===== config.mk =====
export PLATFORM = sky130hd
export DESIGN_NAME = focal_scan_sequencer
export DESIGN_NICKNAME = d
export VERILOG_FILES = /design/src/rtl/focal_scan_sequencer.sv
export SDC_FILE = /design/constraint.sdc
export NUM_CORES = 1
export LEC_CHECK = 0
export CORE_MARGIN = 1
export CORE_UTILIZATION = 51
export DETAILED_ROUTE_END_ITERATION = 12
export PLACE_DENSITY = 0.8
export REMOVE_ABC_BUFFERS = 1
export SYNTH_ARGS = -nofsm -noshare
export SYNTH_HDL_FRONTEND = slang
export SYNTH_SLANG_ARGS = --single-unit
export TNS_END_PERCENT = 100

===== constraint.sdc =====
create_clock -name Clk -period 2.6 [get_ports Clk]
set_input_delay 0.26 -clock Clk [delete_from_list [all_inputs] [get_ports Clk]]
set_output_delay 0.26 -clock Clk [all_outputs]
set_load 0.1 [all_outputs]

===== src/rtl/focal_scan_sequencer.sv =====
// Focal scan sequencer: steps paired transducer FIFO/LUT reads through DEPTH focal
// points per line and SCAN_LINES lines per frame, with an idle gap between lines.
module focal_scan_sequencer #(
   parameter int unsigned DEPTH      = 16,
   parameter int unsigned PTR_LEN    = 4,
   parameter int unsigned SCAN_LINES = 2,
   parameter int unsigned LINE_W     = 4,
   parameter int unsigned LINE_GAP   = 4
) (
   input  logic               Clk,
   input  logic               reset,
   input  logic               start,
   input  logic               abort,
   input  logic               fifo_empty_A_in,
   input  logic               fifo_empty_B_in,
   output logic               read_en_fifo_A_out,
   output logic               read_en_fifo_B_out,
   output logic [PTR_LEN-1:0] focal_index_out,
   output logic [LINE_W-1:0]  scan_line_out,
   output logic               line_done_out,
   output logic               frame_done_out,
   output logic               busy_out,
   output logic [15:0]        stall_count_out
);

   localparam int unsigned GAP_W = (LINE_GAP > 1) ? $clog2(LINE_GAP) : 1;

   typedef enum logic [1:0] {IDLE, RUN, GAP, DONE} state_t;

   state_t             state, state_nxt;
   logic [PTR_LEN-1:0] focal_nxt;
   logic [LINE_W-1:0]  line_nxt;
   logic [15:0]        stall_nxt;
   logic [GAP_W-1:0]   gap_cnt, gap_nxt;
   logic               line_done_nxt, frame_done_nxt;
   logic               rd_c;

   // State and datapath registers
   always_ff @(posedge Clk or posedge reset) begin
      if (reset) begin
         state           <= IDLE;
         focal_index_out <= '0;
         scan_line_out   <= '0;
         stall_count_out <= '0;
         gap_cnt         <= '0;
         line_done_out   <= 1'b0;
         frame_done_out  <= 1'b0;
      end else begin
         state           <= state_nxt;
         focal_index_out <= focal_nxt;
         scan_line_out   <= line_nxt;
         stall_count_out <= stall_nxt;
         gap_cnt         <= gap_nxt;
         line_done_out   <= line_done_nxt;
         frame_done_out  <= frame_done_nxt;
      end
   end

   // Next-state and read-strobe logic
   always_comb begin
      state_nxt      = state;
      focal_nxt      = focal_index_out;
      line_nxt       = scan_line_out;
      stall_nxt      = stall_count_out;
      gap_nxt        = gap_cnt;
      line_done_nxt  = 1'b0;
      frame_done_nxt = 1'b0;
      rd_c           = 1'b0;
      case (state)
         IDLE: begin
            if (start && !abort) begin
               state_nxt = RUN;
               focal_nxt = '0;
               line_nxt  = '0;
               stall_nxt = '0;
            end
         end
         RUN: begin
            if (abort) begin
               state_nxt = IDLE;
               focal_nxt = '0;
               line_nxt  = '0;
            end else if (!fifo_empty_A_in && !fifo_empty_B_in) begin
               rd_c = 1'b1;
               if (focal_index_out == PTR_LEN'(DEPTH - 1)) begin
                  focal_nxt     = '0;
                  line_done_nxt = 1'b1;
                  if (scan_line_out < LINE_W'(SCAN_LINES - 1)) begin
                     state_nxt = GAP;
                     gap_nxt   = '0;
                  end else begin
                     state_nxt      = DONE;
                     frame_done_nxt = 1'b1;
                  end
               end else begin
                  focal_nxt = focal_index_out + PTR_LEN'(1);
               end
            end else if (stall_count_out != 16'hFFFF) begin
               stall_nxt = stall_count_out + 16'd1;
            end
         end
         GAP: begin
            if (abort) begin
               state_nxt = IDLE;
               focal_nxt = '0;
               line_nxt  = '0;
            end else if (gap_cnt == GAP_W'(LINE_GAP - 1)) begin
               state_nxt = RUN;
               line_nxt  = scan_line_out + LINE_W'(1);
            end else begin
               gap_nxt = gap_cnt + GAP_W'(1);
            end
         end
         DONE: begin
            state_nxt = IDLE;
            if (abort) begin
               focal_nxt = '0;
               line_nxt  = '0;
            end
         end
         default: state_nxt = IDLE;
      endcase
   end

   assign read_en_fifo_A_out = rd_c;
   assign read_en_fifo_B_out = rd_c;
   assign busy_out           = (state != IDLE);

endmodule


==> impl_metrics.tcl <==
set metrics [dict create \
    die_area_mm2 0.00355 \
    core_area_mm2 0.00310 \
    clkPwrFrac_pct 43.2 \
    crit_slowest_cell "clkdlybuf4s50_1" \
    initial_core_util_pct 54.6 \
    vias 1566 \
    max_freq_mhz 433 \
    synthTopCellsByCount "dfrtp_1 (30), o21ai_0 (21), nand2_1 (16)" \
    tightestPinTransition_ns 0.654 \
    synth_top_area_share_pct 44.3 \
    yosys_warnings 0 \
    synth_flop_cell "dfrtp_1" \
    synth.avg_cell_area_um2 8.82 \
    slew_violations 0 \
    p_total_uw 1150 \
    wl_met3_um 265 \
    setup_ws_ns 0.291 \
    dp_worst_setup_slack_ns 0.334 \
    grt_max_degree 31 \
    rows 20 \
    via_per_inst 5.82 \
    grt_pass1_wl_mm 6.45 \
    clkSlewWorstSetupHoldPaths_ns 0.11 \
    drtIter0Drc 105 \
    hpwl_mm 2.77 \
    wl_met1_mm 1.77 \
    gr-usage-all-layers_pct 24.6 \
    path_max_fanout 11 \
    ir_worst_vdd_v 0.000423 \
    rsz0062_at_grt "no" \
    hold_path_class "in2async" \
    endpoint_kind "primary output" \
    combPwrFrac_pct 14.3 \
    setup_viol 0 \
    fp.dieH_um 59.6 \
    drt-total-wl_mm 3.92 \
    power_density_mw_per_mm2 547 \
    synth-seq-cells 30 \
    root_buffer "clkbuf_4" \
    hold_viol_final 0 \
    ant_nets 0 \
    routedWlPerCell_um 14.6 \
    drive_gt1_share_pct 19.6 \
    switching_share_pct 26.5 \
    crit_top_cell "nand2b_1" \
    place_congestion 0.902 \
    pin_count 35 \
    holdBufCountCts 0 \
    cp.required_ns 2.34 \
    first_pass_iters 4 \
    antenna_found_initial 0 \
    p_int_uw 845 \
    async_flop_share_pct 100 \
    synth_edf_count 0 \
    yosys.area.top_type "dfrtp_1" \
    drv_cap 0 \
    power_leakage_uw 0.000942 \
    p_seq_share_pct 42.5 \
    fin_setup_tns_ns 0 \
    clk_path_buf_depth 2 \
    cts_tree "yes" \
    critical-path-max-stage-delay_ns 0.60 \
    final_nets 235 \
    grt_overflow 0 \
    clock-sinks 30 \
    status "finished clean" \
    drc 0 \
    fin_crit_ns 2.31 \
    ys_types 40 \
    area_growth_pct 24.2 \
    yosysSeqAreaShare_pct 44.3 \
    port_buffers 34 \
    route.top_layer_used "met4" \
    wl_met2_mm 1.83 \
    synth.most_common_cell "dfrtp_1" \
    cp-start-kind "primary input" \
    antenna-diode-count 0 \
    cts_resized 0 \
    grt_pass1_vias 1489 \
    postCtsSetupBuffers 0 \
    cts_made_buffers 5 \
    utilization_pct 67.7 \
    cp_data_arrival_time_ns 2.05 \
    synth_area_mm2 0.00169 \
    post-route-period-util_pct 88.8 \
    fillers 275 \
    clock_latency_ns 0.34 \
    worstSetupPathType "in2out" \
    skew_ns 0.0189 \
    synth_cells 192 \
    synthTopCellsByArea "dfrtp_1 (44%), o21ai_0 (6.2%), o31ai_1 (5.3%)" \
    htree_levels 2 \
    max_slew_margin_pct 56.0 \
    die_w_um 59.6 \
    fin_cells 269 \
    p_sw_uw 305 \
    crit_path_cell_trace "clkdlybuf4s50_1 -> nand2b_1 -> nand2_1 -> o21ai_0 -> nand2b_1 -> inv_1 -> buf_12" \
    dp_cells 261 \
]
## cells in the final DEF, fill, tap and decap left out, types with 2 or more instances in the layout
cell type,instances
inv_1,12
nand2_1,16
nor4_1,2
clkdlybuf4s50_1,5
nor2_1,13
buf_12,2
or4_1,3
bufinv_16,2
clkbuf_4,5
nand2b_1,9
o311ai_0,3
a21oi_1,6
nand3_1,14
buf_4,29
dfrtp_1,30
o21ai_1,4
nand4_1,4
o211ai_1,4
o21ai_0,21
and3_1,2
a31oi_1,4
ha_1,5
o31ai_1,12
## flip-flops by register name, summed over array words and instances (netlist names)
name and cells:
stall_count_out 16, focal_index_out 4, scan_line_out 4, gap_cnt 2
state 2, frame_done_out 1, line_done_out 1
## area by class of cell
cell class                 instances  area (um^2)  area share [%]
multi-input combinational        139          832            39.6
inverter                          12         45.0            2.14
timing repair buffer              36          308            14.6
clock buffer                       6         51.3            2.44
sequential                        30          751            35.7
tap                               44         55.1            2.62
clock inverter                     2         60.1            2.86
## cell families after synthesis
logic type | synth area share, %
compound gates | 21.8
fa+ha+maj | 3.70
buf+inv | 6.50
flops | 44.3
mux | 0.591
simple gates | 23.1
## metal layers
metal  track usage [%]  vias to the layer above
li1                  -                      761
met1              33.3                      745
met2              37.1                       55
met3              6.77                        5
met4              10.3                        0
met5                 0                        -
## worst max-delay path: cells and delay by family
kind | cells | cell delay (ns)
buffers and inverters | 3 | 0.98
AND/OR/NAND/NOR | 3 | 0.60
AO/OA/AOI/OAI | 1 | 0.21
## final timing paths
kind / to / slack (ns) / from / cells after the start
setup / recovery: read_en_fifo_A_out / 0.29 / abort / 7
hold / removal: stall_count_out[12] / 0.27 / reset / 3
setup reg to reg: stall_count_out[14] / 0.44 / stall_count_out[0] / 6
hold reg to reg: stall_count_out[7] / 0.51 / stall_count_out[7] / 1
max in group asynchronous: state[1] / 2.03 / reset / 3
min in group Clk: stall_count_out[7] / 0.51 / stall_count_out[7] / 1
## through the flow
step / cell area, um^2 / hold WS, ns
5_1_grt: 2100 / 0.307
3_5_place_dp: 1990 / 0.501
3_3_place_gp: 1990 / 0.481
6_report: 2100 / 0.271
4_1_cts: 2100 / 0.272
2_1_floorplan: 1630 / 0.326
## power groups by stage
stage | Clock (uW) | Sequential [uW] | Combinational (uW)
floorplan | 0 | 536 | 74.9
global placement | 0 | 496 | 161
detailed placement | 0 | 497 | 164
CTS | 505 | 488 | 165
global route | 524 | 490 | 178
finish | 497 | 488 | 164
No activity file was read; power rests on OpenSTA's default activity.
